==> src/rtl/fme_pkg.sv <==
// Shared definitions for the FME SAD accumulator: default pixel width,
// a constant-evaluable clog2 helper and the search FSM state type.
package fme_pkg;

  localparam int FME_DATAWIDTH = 8;

  function automatic int clog2(input int value);
    int r;
    r = 0;
    for (int i = 0; i < 31; i++) begin
      if ((1 << i) < value) r = i + 1;
    end
    return r;
  endfunction

  typedef enum logic [1:0] {
    IDLE  = 2'd0,
    ACCUM = 2'd1,
    DRAIN = 2'd2
  } fme_state_e;

endpackage

==> src/rtl/fme_absdiff_row.sv <==
// Pipeline stage 1: per-pixel |cand - cur| for one row beat, summed by an
// adder tree and registered together with the beat's valid flag.
module fme_absdiff_row
  import fme_pkg::*;
#(
  parameter int DATAWIDTH = FME_DATAWIDTH,
  parameter int ROW_PIX   = 4,
  parameter int SUMWIDTH  = DATAWIDTH + clog2(ROW_PIX)
) (
  input  logic                         clock,
  input  logic                         reset,
  input  logic                         enable,
  input  logic                         valid_i,
  input  logic [ROW_PIX*DATAWIDTH-1:0] cand_i,
  input  logic [ROW_PIX*DATAWIDTH-1:0] cur_i,
  output logic                         valid_o,
  output logic [SUMWIDTH-1:0]          row_sum_o
);

  logic [DATAWIDTH-1:0] cand_px;
  logic [DATAWIDTH-1:0] cur_px;
  logic [SUMWIDTH-1:0]  row_sum_d;
  logic [SUMWIDTH-1:0]  row_sum_q;
  logic                 valid_q;

  // NOTE: every variable written in always_comb gets a default first,
  // otherwise a path that skips the assignment infers a latch.
  always_comb begin
    row_sum_d = '0;
    cand_px   = '0;
    cur_px    = '0;
    for (int p = 0; p < ROW_PIX; p++) begin
      cand_px   = cand_i[p*DATAWIDTH +: DATAWIDTH];
      cur_px    = cur_i[p*DATAWIDTH +: DATAWIDTH];
      row_sum_d = row_sum_d + SUMWIDTH'((cand_px > cur_px) ? (cand_px - cur_px)
                                                           : (cur_px - cand_px));
    end
  end

  // NOTE: sequential state uses non-blocking assignments only, so every
  // flop samples the pre-edge values regardless of statement order.
  always_ff @(posedge clock) begin
    if (reset) begin
      valid_q   <= 1'b0;
      row_sum_q <= '0;
    end else if (enable) begin
      valid_q   <= valid_i;
      row_sum_q <= row_sum_d;
    end
  end

  assign valid_o   = valid_q;
  assign row_sum_o = row_sum_q;

endmodule

==> src/rtl/fme_sad_accum.sv <==
// SAD accumulator and best-candidate selector for fractional motion estimation.
// Optional macro FME_SAD_CAND_OUT_EN exposes every completed candidate's SAD.
module fme_sad_accum
  import fme_pkg::*;
#(
  parameter int DATAWIDTH = FME_DATAWIDTH,
  parameter int ROW_PIX   = 4,
  parameter int BLK_ROWS  = 4,
  parameter int NUM_CAND  = 9,
  parameter int SADWIDTH  = DATAWIDTH + clog2(ROW_PIX * BLK_ROWS),
  parameter int IDXWIDTH  = clog2(NUM_CAND)
) (
  input  logic                         clock,
  input  logic                         reset,
  input  logic                         enable,
  input  logic                         start,
  input  logic                         in_valid,
  input  logic [ROW_PIX*DATAWIDTH-1:0] cand_pix,
  input  logic [ROW_PIX*DATAWIDTH-1:0] cur_pix,
  output logic                         busy,
  output logic                         done,
  output logic [SADWIDTH-1:0]          best_sad,
  output logic [IDXWIDTH-1:0]          best_idx
`ifdef FME_SAD_CAND_OUT_EN
  ,
  output logic [SADWIDTH-1:0]          cand_sad,
  output logic [IDXWIDTH-1:0]          cand_sad_idx,
  output logic                         cand_sad_valid
`endif
);

  localparam int SUMWIDTH = DATAWIDTH + clog2(ROW_PIX);
  localparam int ROWCW    = (BLK_ROWS > 1) ? clog2(BLK_ROWS) : 1;

  fme_state_e state_q, state_d;

  logic [ROWCW-1:0]    row_cnt_q;
  logic [IDXWIDTH-1:0] cand_cnt_q;
  logic                drain_cnt_q;
  logic                busy_q;
  logic                done_q;
  logic [SADWIDTH-1:0] best_sad_q;
  logic [IDXWIDTH-1:0] best_idx_q;

  logic                s1_valid;
  logic [SUMWIDTH-1:0] s1_row_sum;
  logic                s1_last_q;
  logic [IDXWIDTH-1:0] s1_cand_q;

  logic [SADWIDTH-1:0] acc_q;
  logic [SADWIDTH-1:0] run_best_q;
  logic [IDXWIDTH-1:0] run_idx_q;
  logic [SADWIDTH-1:0] cand_total;

  logic beat, last_row, last_cand, accept_start, drain_end;

  assign beat         = in_valid && (state_q == ACCUM);
  assign last_row     = (row_cnt_q == ROWCW'(BLK_ROWS - 1));
  assign last_cand    = (cand_cnt_q == IDXWIDTH'(NUM_CAND - 1));
  assign accept_start = start && (state_q == IDLE);
  assign drain_end    = (state_q == DRAIN) && drain_cnt_q;

  always_comb begin
    state_d = state_q;
    unique case (state_q)
      IDLE:    if (start) state_d = ACCUM;
      ACCUM:   if (beat && last_row && last_cand) state_d = DRAIN;
      DRAIN:   if (drain_cnt_q) state_d = IDLE;
      default: state_d = IDLE;
    endcase
  end

  // Reset is synchronous and enable freezes everything, done included.
  always_ff @(posedge clock) begin
    if (reset) begin
      state_q     <= IDLE;
      row_cnt_q   <= '0;
      cand_cnt_q  <= '0;
      drain_cnt_q <= 1'b0;
      busy_q      <= 1'b0;
      done_q      <= 1'b0;
      best_sad_q  <= '1;
      best_idx_q  <= '0;
    end else if (enable) begin
      state_q     <= state_d;
      drain_cnt_q <= (state_q == DRAIN) && !drain_cnt_q;
      done_q      <= drain_end;
      if (accept_start) begin
        busy_q     <= 1'b1;
        row_cnt_q  <= '0;
        cand_cnt_q <= '0;
      end else if (beat) begin
        if (last_row) begin
          row_cnt_q  <= '0;
          cand_cnt_q <= cand_cnt_q + IDXWIDTH'(1);
        end else begin
          row_cnt_q <= row_cnt_q + ROWCW'(1);
        end
      end
      if (drain_end) begin
        busy_q     <= 1'b0;
        best_sad_q <= run_best_q;
        best_idx_q <= run_idx_q;
      end
    end
  end

  fme_absdiff_row #(
    .DATAWIDTH (DATAWIDTH),
    .ROW_PIX   (ROW_PIX),
    .SUMWIDTH  (SUMWIDTH)
  ) u_absdiff (
    .clock     (clock),
    .reset     (reset),
    .enable    (enable),
    .valid_i   (beat),
    .cand_i    (cand_pix),
    .cur_i     (cur_pix),
    .valid_o   (s1_valid),
    .row_sum_o (s1_row_sum)
  );

  assign cand_total = acc_q + SADWIDTH'(s1_row_sum);

  // Stage 2: strict less-than keeps the earlier (lower) index on a tie.
  always_ff @(posedge clock) begin
    if (reset) begin
      s1_last_q  <= 1'b0;
      s1_cand_q  <= '0;
      acc_q      <= '0;
      run_best_q <= '1;
      run_idx_q  <= '0;
    end else if (enable) begin
      s1_last_q <= last_row;
      s1_cand_q <= cand_cnt_q;
      if (accept_start) begin
        acc_q      <= '0;
        run_best_q <= '1;
        run_idx_q  <= '0;
      end else if (s1_valid) begin
        if (s1_last_q) begin
          acc_q <= '0;
          if (cand_total < run_best_q) begin
            run_best_q <= cand_total;
            run_idx_q  <= s1_cand_q;
          end
        end else begin
          acc_q <= cand_total;
        end
      end
    end
  end

`ifdef FME_SAD_CAND_OUT_EN
  logic [SADWIDTH-1:0] cand_sad_q;
  logic [IDXWIDTH-1:0] cand_sad_idx_q;
  logic                cand_sad_valid_q;

  always_ff @(posedge clock) begin
    if (reset) begin
      cand_sad_q       <= '0;
      cand_sad_idx_q   <= '0;
      cand_sad_valid_q <= 1'b0;
    end else if (enable) begin
      cand_sad_valid_q <= s1_valid && s1_last_q;
      if (s1_valid && s1_last_q) begin
        cand_sad_q     <= cand_total;
        cand_sad_idx_q <= s1_cand_q;
      end
    end
  end

  assign cand_sad       = cand_sad_q;
  assign cand_sad_idx   = cand_sad_idx_q;
  assign cand_sad_valid = cand_sad_valid_q;
`endif

  assign busy     = busy_q;
  assign done     = done_q;
  assign best_sad = best_sad_q;
  assign best_idx = best_idx_q;

endmodule
==> config.mk <==
export PLATFORM = sky130hd
export DESIGN_NAME = fme_sad_accum
export DESIGN_NICKNAME = d
export VERILOG_FILES = /design/src/rtl/fme_pkg.sv /design/src/rtl/fme_absdiff_row.sv /design/src/rtl/fme_sad_accum.sv
export SDC_FILE = /design/constraint.sdc
export NUM_CORES = 1
export LEC_CHECK = 0
export ABC_CLOCK_PERIOD_IN_PS = 16200
export BUFFER_PORTS_ARGS = -buffer_cell sky130_fd_sc_hd__buf_2
export CAP_MARGIN = 5
export CORE_MARGIN = 1.5
export CORE_UTILIZATION = 60
export DETAILED_ROUTE_END_ITERATION = 10
export GPL_ROUTABILITY_DRIVEN = 1
export GPL_TIMING_DRIVEN = 0
export MAX_ROUTING_LAYER = met4
export PLACE_DENSITY = 0.88
export SYNTH_ARGS = -nofsm -noshare
export SYNTH_HDL_FRONTEND = slang
export SYNTH_SLANG_ARGS = --single-unit
==> constraint.sdc <==
create_clock -name clock -period 16.2 [get_ports clock]
set_clock_uncertainty 0.1 [all_clocks]
set_input_delay 2.43 -clock clock [delete_from_list [all_inputs] [get_ports clock]]
set_output_delay 2.43 -clock clock [all_outputs]
set_load 0.03 [all_outputs]
==> results.py, run 1 <==
metrics = {
    "run_status": {
        "status": "completed",
    },
    "cts": {
        "cts_sinks": 71,
        "cts_buffers": 9,
        "cts_root_buf": "clkbuf_16",
        "clockBufferDepth": 2,
        "insertion_delay_ps": 330,
        "clk_pin_slew_ps": 60,
        "cts_tree": "built",
        "cts_hold_buf": 0,
        "cts_resized": 0,
        "post_cts_buffers": 0,
        "htree_levels": 3,
    },
    "sta": {
        "fin_crit_sh_pct": 45.5,
        "setup_viol": 0,
        "finalSetupTns_ps": 0,
        "setup_ws_ps": 8830,
        "slew_violations": 0,
        "max_freq_ghz": 0.136,
        "final_hold_viol_count": 0,
        "max-slew-margin-rel_pct": 51.8,
        "hold-worst-slack_ps": 352,
        "worstMarginPinSlew_ps": 724,
        "fin_crit_ps": 7370,
        "rsz0062_at_grt": "no",
    },
    "floorplanning": {
        "start_util_pct": 61.2,
        "num_rows": 39,
        "die_h_um": 111,
        "core_area_um2": 11400,
        "pin_count": 87,
        "die_w_um": 111,
        "dieArea_um2": 12200,
    },
    "critical_path": {
        "r2r-end": "run_best_q[4]",
        "startpoint_type": "primary input",
        "worstPathCellList": "buf_2 > inv_1 > ha_1 > clkbuf_1 > a21o_1 > a21o_1 > a22oi_1 > a21oi_2 > mux2_2 > fa_1 > inv_1 > fa_1 > inv_1 > ha_1 > fa_1 > a21o_1 > a21oi_1 > o21ai_0 > nor4_1 > nor3_1 > xnor2_1 > a211oi_1",
        "crit_buf_inv": 5,
        "r2r_cells": 15,
        "endpoint_kind": "flip-flop",
        "cp_slowest_stage_delay_ps": 540,
        "critical_path.top_delay_family": "adder cells",
        "required_ps": 16280,
        "r2r-start": "u_absdiff.row_sum_o[0]",
        "critPathArrivalTime_ps": 7450,
        "slowest_stage": "fa_1",
        "critical_path_class": "primary input to flip-flop",
        "r2r_slack_ps": 12060,
        "path_max_fanout": 8,
    },
    "synthesis": {
        "synth_top_family_by_area": "adder cells",
        "ys_types": 65,
        "synthAdderAreaFrac_pct": 25.2,
        "muxShareOfSynthArea_pct": 6.53,
        "synthArstFlopShare_pct": 0,
        "synth-simple-area-share_pct": 13.1,
        "syn_nets": 1034,
        "synth-main-ff-cell": "dfxtp_1",
        "synth_largest_area_cell": "dfxtp_1",
        "synthTopCellsByArea": "dfxtp_1, ha_1, fa_1",
        "ys_seq_elements": 71,
        "synth_xor_area_share_pct": 5.41,
        "synth-edff-count": 0,
        "yosysWarnings": 0,
        "synthesis.area_per_instance_um2": 8.27,
        "synth_top_area_share_pct": 20.4,
        "syn-cell-area_um2": 6960,
        "syn_inst": 841,
        "synth-compound-area-share_pct": 20.4,
        "yosysSeqAreaShare_pct": 20.4,
    },
    "placed_design": {
        "gp_congestion": 0.914,
        "pre_cts_ws_ps": 8590,
        "portBuffers": 85,
        "placed_area_um2": 7560,
        "dp_cells": 1069,
        "hpwl_mm": 12.1,
    },
    "power_and_ir_drop": {
        "leakagePower_uw": 0.00415,
        "ir_drop_mv": 0.101,
        "powerDensity_nw_per_um2": 121,
    },
    "routing": {
        "wirelength_mm": 15.6,
        "post_drt_via_cell_ratio": 5.74,
        "drt_iter0_drc": 277,
        "firstDrtPassIters": 5,
        "drt-wirelength-per-cell_um": 14.4,
        "drc": 0,
        "drtAntennaViolNets": 0,
        "route.vias.total": 6228,
    },
    "final_layout": {
        "seq_area_um2": 1420,
        "layout.cells.non_filler": 1085,
        "n_fill_cell": 901,
        "multi_input_area_um2": 4910,
        "stdcell_area_um2": 7910,
        "drive_gt1_share_pct": 13.7,
        "syn_to_final_growth_pct": 13.7,
        "nets": 1130,
        "antennaDiodeCount": 0,
    },
    "min_path": {
        "hp-class": "flip-flop to flip-flop",
        "hp-start": "best_idx[0]",
        "worst_hold_path.endpoint": "best_idx[0]",
        "hold_path_depth": 2,
    },
    "global_routing": {
        "track_usage_pct": 26.4,
        "grt_pass1_wl_mm": 26.3,
        "grt_max_degree": 14,
        "antenna_found_initial": 0,
        "gr-total-overflow": 0,
        "grt_pass1_vias": 6045,
    },
    "run": {
        "cap_viol_max_count": 0,
    },
}
## placed cells by master, fill, tap and decap left out, types with 3 or more instances in the layout
cell type,instances
or3_1,3
buf_2,91
o21a_1,7
o21bai_1,8
a31oi_1,8
nand3_1,10
a21oi_1,52
a21o_1,30
and3_1,3
nor3_1,15
dfxtp_1,71
o22ai_1,12
nor4_1,3
nand2_1,62
nand4_1,7
and2_1,5
a211o_1,6
clkbuf_16,9
o22a_1,4
and4_1,4
nor2_1,58
inv_1,134
nor2b_1,9
xnor2_1,31
mux2i_1,36
nand2b_1,5
fa_1,27
a211oi_1,5
a22oi_1,13
ha_1,97
bufinv_16,3
clkinv_4,3
mux2_2,7
o21ai_0,20
xor2_1,12
clkbuf_1,15
o211ai_1,13
## worst min-delay path, cell delays in order (launching register included)
cell	delay, ps
dfxtp_1	300
nand2_1	50
a21oi_1	50
## report_power, final
part	internal, uW	leakage, uW	switching (uW)	total [uW]
Combinational	238	0.00340	299	537
Sequential	185	0.000575	8.91	194
Clock	151	0.000170	77.0	228
Total	574	0.00415	385	959
## cell families after synthesis
family                     count (synthesis)
AOI/OAI and AO/OA                        205
and+or+nand+nor                          193
buffers and inverters                    161
adders and majority gates                124
DFF                                       71
muxes                                     44
xor gates and xnor gates                  43
## per-stage QoR
stage | total power, uW | utilization [%]
detailed placement | 724 | 66.5
CTS | 955 | 69.5
global route | 1040 | 69.5
floorplan | 614 | -
global placement | 695 | 66.5
finish | 959 | 69.5
## state kept, by name, indices dropped and copies added (netlist names), 4 cells and up
signal and count:
best_sad 12, acc_q 12, u_absdiff.row_sum_o 10, s1_cand_q 4, run_best_q 12, cand_cnt_q 4
best_idx 4, run_idx_q 4
## synth_stat cells (3+ instances only)
master    number
nor4_1         3
mux2_2         7
a21o_1        30
xor2_1        12
o211ai_1      13
nand4_1        7
nor2b_1        9
dfxtp_1       71
nand2b_1       5
clkbuf_1      15
fa_1          27
a22oi_1       13
nand3_1       10
buf_2          6
nor3_1        15
a211o_1        6
and2_1         5
o22ai_1       12
nor2_1        58
ha_1          97
xnor2_1       31
a31oi_1        8
o21a_1         7
a211oi_1       5
and4_1         4
inv_1        134
o21ai_0       20
nand2_1       62
o21bai_1       8
mux2i_1       36
or3_1          3
a21oi_1       52
and3_1         3
o22a_1         4
## worst max-delay path by stage
stage               slack, ps                endpoint  depth (start not counted)         start
global placement         8690  u_absdiff.row_sum_o[9]                         22  cand_pix[28]
global route             8300  u_absdiff.row_sum_o[8]                         21   cand_pix[9]
floorplan                9200  u_absdiff.row_sum_o[9]                         21  cand_pix[28]
CTS                      8930  u_absdiff.row_sum_o[9]                         22  cand_pix[28]
detailed placement       8590  u_absdiff.row_sum_o[9]                         22  cand_pix[28]
finish                   8830  u_absdiff.row_sum_o[9]                         22  cand_pix[28]
## per-layer routing
layer  part of all wire, %  vias up  global-route usage [%]
li1                      -     3077                       -
met3                   4.6       41                    3.55
met1                    42     2922                    30.2
met5                     0        -                       -
met4                   2.5        0                    9.06
met2                    51      188                    47.4
## final cells by class
class	instances	share of cell area, %
multi-input cells	609	62.1
flip-flops and latches	71	18.0
inverters	136	6.46
repair buffers	85	5.38
clock buffers	9	2.85
well taps	143	2.26
clock inverters	7	1.54
plain buffers	25	1.39
Power figures use the tool's default switching activity.
==> run 2, diff against run 1 <==
--- a/config.mk
+++ b/config.mk
@@ -5,7 +5,8 @@
 export SDC_FILE = /design/constraint.sdc
 export NUM_CORES = 1
 export LEC_CHECK = 0
-export ABC_CLOCK_PERIOD_IN_PS = 16200
+export ABC_AREA = 1
+export ABC_CLOCK_PERIOD_IN_PS = 7000
 export BUFFER_PORTS_ARGS = -buffer_cell sky130_fd_sc_hd__buf_2
 export CAP_MARGIN = 5
 export CORE_MARGIN = 1.5
@@ -14,7 +15,7 @@
 export GPL_ROUTABILITY_DRIVEN = 1
 export GPL_TIMING_DRIVEN = 0
 export MAX_ROUTING_LAYER = met4
-export PLACE_DENSITY = 0.88
+export PLACE_DENSITY = 0.87
 export SYNTH_ARGS = -nofsm -noshare
 export SYNTH_HDL_FRONTEND = slang
 export SYNTH_SLANG_ARGS = --single-unit
==> constraint.sdc (replaced) <==
create_clock -name clock -period 7 [get_ports clock]
set_clock_uncertainty 0.1 [all_clocks]
set_input_delay 1.05 -clock clock [delete_from_list [all_inputs] [get_ports clock]]
set_output_delay 1.05 -clock clock [all_outputs]
set_load 0.03 [all_outputs]
==> run 2 against run 1 <==
First-iteration DRC count increased by 42%. Register-to-register slack got worse by 8300 ps. Largest cell class unchanged. Die area up 14%. Sequential power is 140% higher. Hold slack gained 2.5 ps. Area after synthesis grew 14%. Via count is 22% higher. Total power grew 130%. Wire length up 12%. Sequential cell count stayed put. Combinational power rose by 140%. Synthesized cell count up 42%.
==> results.py, run 2 <==
metrics = {
    "final_layout": {
        "drive_gt1_share_pct": 13.7,
        "mostFrequentLayoutCells": "nand2_1, inv_1, ha_1, buf_2, a21oi_1",
        "syn_to_final_growth_pct": 11.9,
        "antennaDiodeCount": 0,
        "seq_area_um2": 1420,
        "nets": 1481,
        "final_common_cell": "nand2_1",
        "multi_input_area_um2": 5420,
        "layout.cells.non_filler": 1465,
        "n_fill_cell": 1115,
    },
    "sta": {
        "fin_crit_sh_pct": 73.5,
        "worstMarginPinSlew_ps": 575,
        "fin_crit_ps": 5150,
        "setup_viol": 0,
        "hold-worst-slack_ps": 355,
        "finalSetupTns_ps": 0,
        "max_freq_ghz": 0.194,
        "final_hold_viol_count": 0,
        "rsz0062_at_grt": "no",
        "max-slew-margin-rel_pct": 61.6,
        "slew_violations": 0,
    },
    "synthesis": {
        "synthesis.area_per_instance_um2": 6.65,
        "syn-cell-area_um2": 7930,
        "yosysWarnings": 0,
        "yosys-top-cells-count": "nand2_1, inv_1, ha_1",
        "synth_top_family_by_area": "simple AND/OR/NAND/NOR gates",
        "synth-compound-area-share_pct": 14.9,
        "synth.most_common_cell": "nand2_1",
        "synthArstFlopShare_pct": 0,
        "synthTopCellsByArea": "dfxtp_1, ha_1, nand2_1",
        "synth_xor_area_share_pct": 4.29,
        "yosysSeqAreaShare_pct": 17.9,
        "muxShareOfSynthArea_pct": 0.126,
        "synth-main-ff-cell": "dfxtp_1",
        "ys_seq_elements": 71,
        "ys_types": 45,
        "synth_top_area_share_pct": 17.9,
        "synth-edff-count": 0,
        "syn_nets": 1385,
        "synth-simple-area-share_pct": 26.9,
        "synthAdderAreaFrac_pct": 22.1,
        "syn_inst": 1192,
        "synth_largest_area_cell": "dfxtp_1",
    },
    "critical_path": {
        "crit_path_start": "cand_pix[26]",
        "endpoint_kind": "flip-flop",
        "cpMostUsedCell": "nand2_1",
        "startpoint_type": "primary input",
        "cp_slowest_stage_delay_ps": 560,
        "slowest_stage": "fa_1",
        "critical_path_class": "primary input to flip-flop",
        "critPathArrivalTime_ps": 5290,
        "path_max_fanout": 7,
        "required_ps": 7140,
        "r2r-start": "u_absdiff.row_sum_o[0]",
    },
    "placed_design": {
        "hpwl_mm": 14.5,
        "gp_congestion": 0.935,
        "portBuffers": 85,
        "dp_cells": 1449,
    },
    "min_path": {
        "hp-start": "run_idx_q[2]",
        "hp-class": "flip-flop to flip-flop",
    },
    "run": {
        "cap_viol_max_count": 0,
    },
    "routing": {
        "wirelength_mm": 17.5,
        "drt-wirelength-per-cell_um": 11.9,
        "firstDrtPassIters": 5,
        "route.vias.total": 7576,
        "drtAntennaViolNets": 0,
        "post_drt_via_cell_ratio": 5.17,
        "drt_iter0_drc": 394,
        "drc": 0,
    },
    "cts": {
        "cts_buffers": 9,
        "cts_hold_buf": 0,
        "cts_resized": 0,
        "cts_tree": "built",
        "clockBufferDepth": 2,
        "clk_pin_slew_ps": 60,
        "insertion_delay_ps": 330,
        "post_cts_buffers": 0,
        "htree_levels": 3,
        "cts_sinks": 71,
        "cts_root_buf": "clkbuf_16",
    },
    "global_routing": {
        "gr-total-overflow": 0,
        "grt_pass1_wl_mm": 30.5,
        "grt_max_degree": 14,
        "track_usage_pct": 26.5,
        "antenna_found_initial": 0,
        "grt_pass1_vias": 7250,
    },
    "floorplanning": {
        "num_rows": 41,
        "die_h_um": 118,
        "pin_count": 87,
        "dieArea_um2": 13900,
        "core_area_um2": 12800,
        "start_util_pct": 62.1,
        "die_w_um": 118,
    },
    "power_and_ir_drop": {
        "leakagePower_uw": 0.00513,
        "ir_drop_mv": 0.169,
        "powerDensity_nw_per_um2": 250,
    },
    "run_status": {
        "status": "completed",
    },
}
[run 2: changes by cell type in the layout (fill, tap and decap cells not counted), sizes merged, moves of 12 or more]
cell | before | now
o22ai | 13 | 0
xor2 | 12 | 27
mux2i | 36 | 1
a21o | 31 | 9
a21oi | 56 | 90
o21ai | 22 | 57
nand2 | 62 | 305
nand3 | 10 | 79
xnor2 | 31 | 11
buf | 94 | 106
inv | 134 | 236
nor2 | 58 | 78
a22oi | 13 | 0
[run 2: final timing paths]
path	end	slack (ps)	cells after the start
max	u_absdiff.row_sum_o[9]	1850	30
min	best_idx[2]	350	2
max reg2reg	run_best_q[0]	3780	19
min reg2reg	best_idx[2]	350	2
[run 2: kinds of logic (layout without fill, tap and decap cells)]
kind of cell | after synthesis | in the layout
AOI/OAI and AO/OA | 199 | 199
DFF | 71 | 71
buffers and inverters | 267 | 368
xor gates and xnor gates | 38 | 38
adders and majority gates | 124 | 124
and+or+nand+nor | 492 | 492
muxes | 1 | 1
[run 2: metal layers]
layer  routed length [um]  track usage, %  vias up  part of all wire (%)
li1                     -               -     3958                     -
met1                 7750            31.0     3428                    44
met2                 8670            47.1      159                    50
met3                  524            2.57       31                   3.0
met4                  512            9.38        0                   2.9
met5                    0               -        -                     0
[run 2: layout make-up]
type                    count  area share [%]
clock inverters             5           0.719
repair buffers             85            4.79
plain buffers              34            2.38
well taps                 172            2.42
inverters                 233            9.88
flip-flops and latches     71            16.0
clock buffers              11            2.73
multi-input cells         854            61.1
[run 2: critical path, delay by kind of cell]
| family | cells | cell delay, ps |
|---|---|---|
| AO/OA/AOI/OAI | 1 | 180 |
| AND/OR/NAND/NOR | 17 | 1500 |
| adder cells (fa/ha/maj) | 5 | 2090 |
| buffers and inverters | 7 | 470 |
[run 2: report_power, final]
group          switching, uW  internal (uW)  total (uW)  leakage [uW]
Sequential              21.0            438         459      0.000579
Combinational            790            502        1290       0.00440
Clock                    179            289         468      0.000147
[run 2: metrics by stage]
| step | cell area (um2) | worst slack (ps) | util [%] | power [uW] |
|---|---|---|---|---|
| global route | 8880 | 1520 | 69.5 | 2450 |
| global placement | 8570 | 1620 | 67.1 | 1690 |
| CTS | 8880 | 1850 | 69.5 | 2220 |
| floorplan | 7930 | 2140 | - | 1480 |
| detailed placement | 8570 | 1520 | 67.1 | 1740 |
| finish | 8880 | 1850 | 69.5 | 2220 |
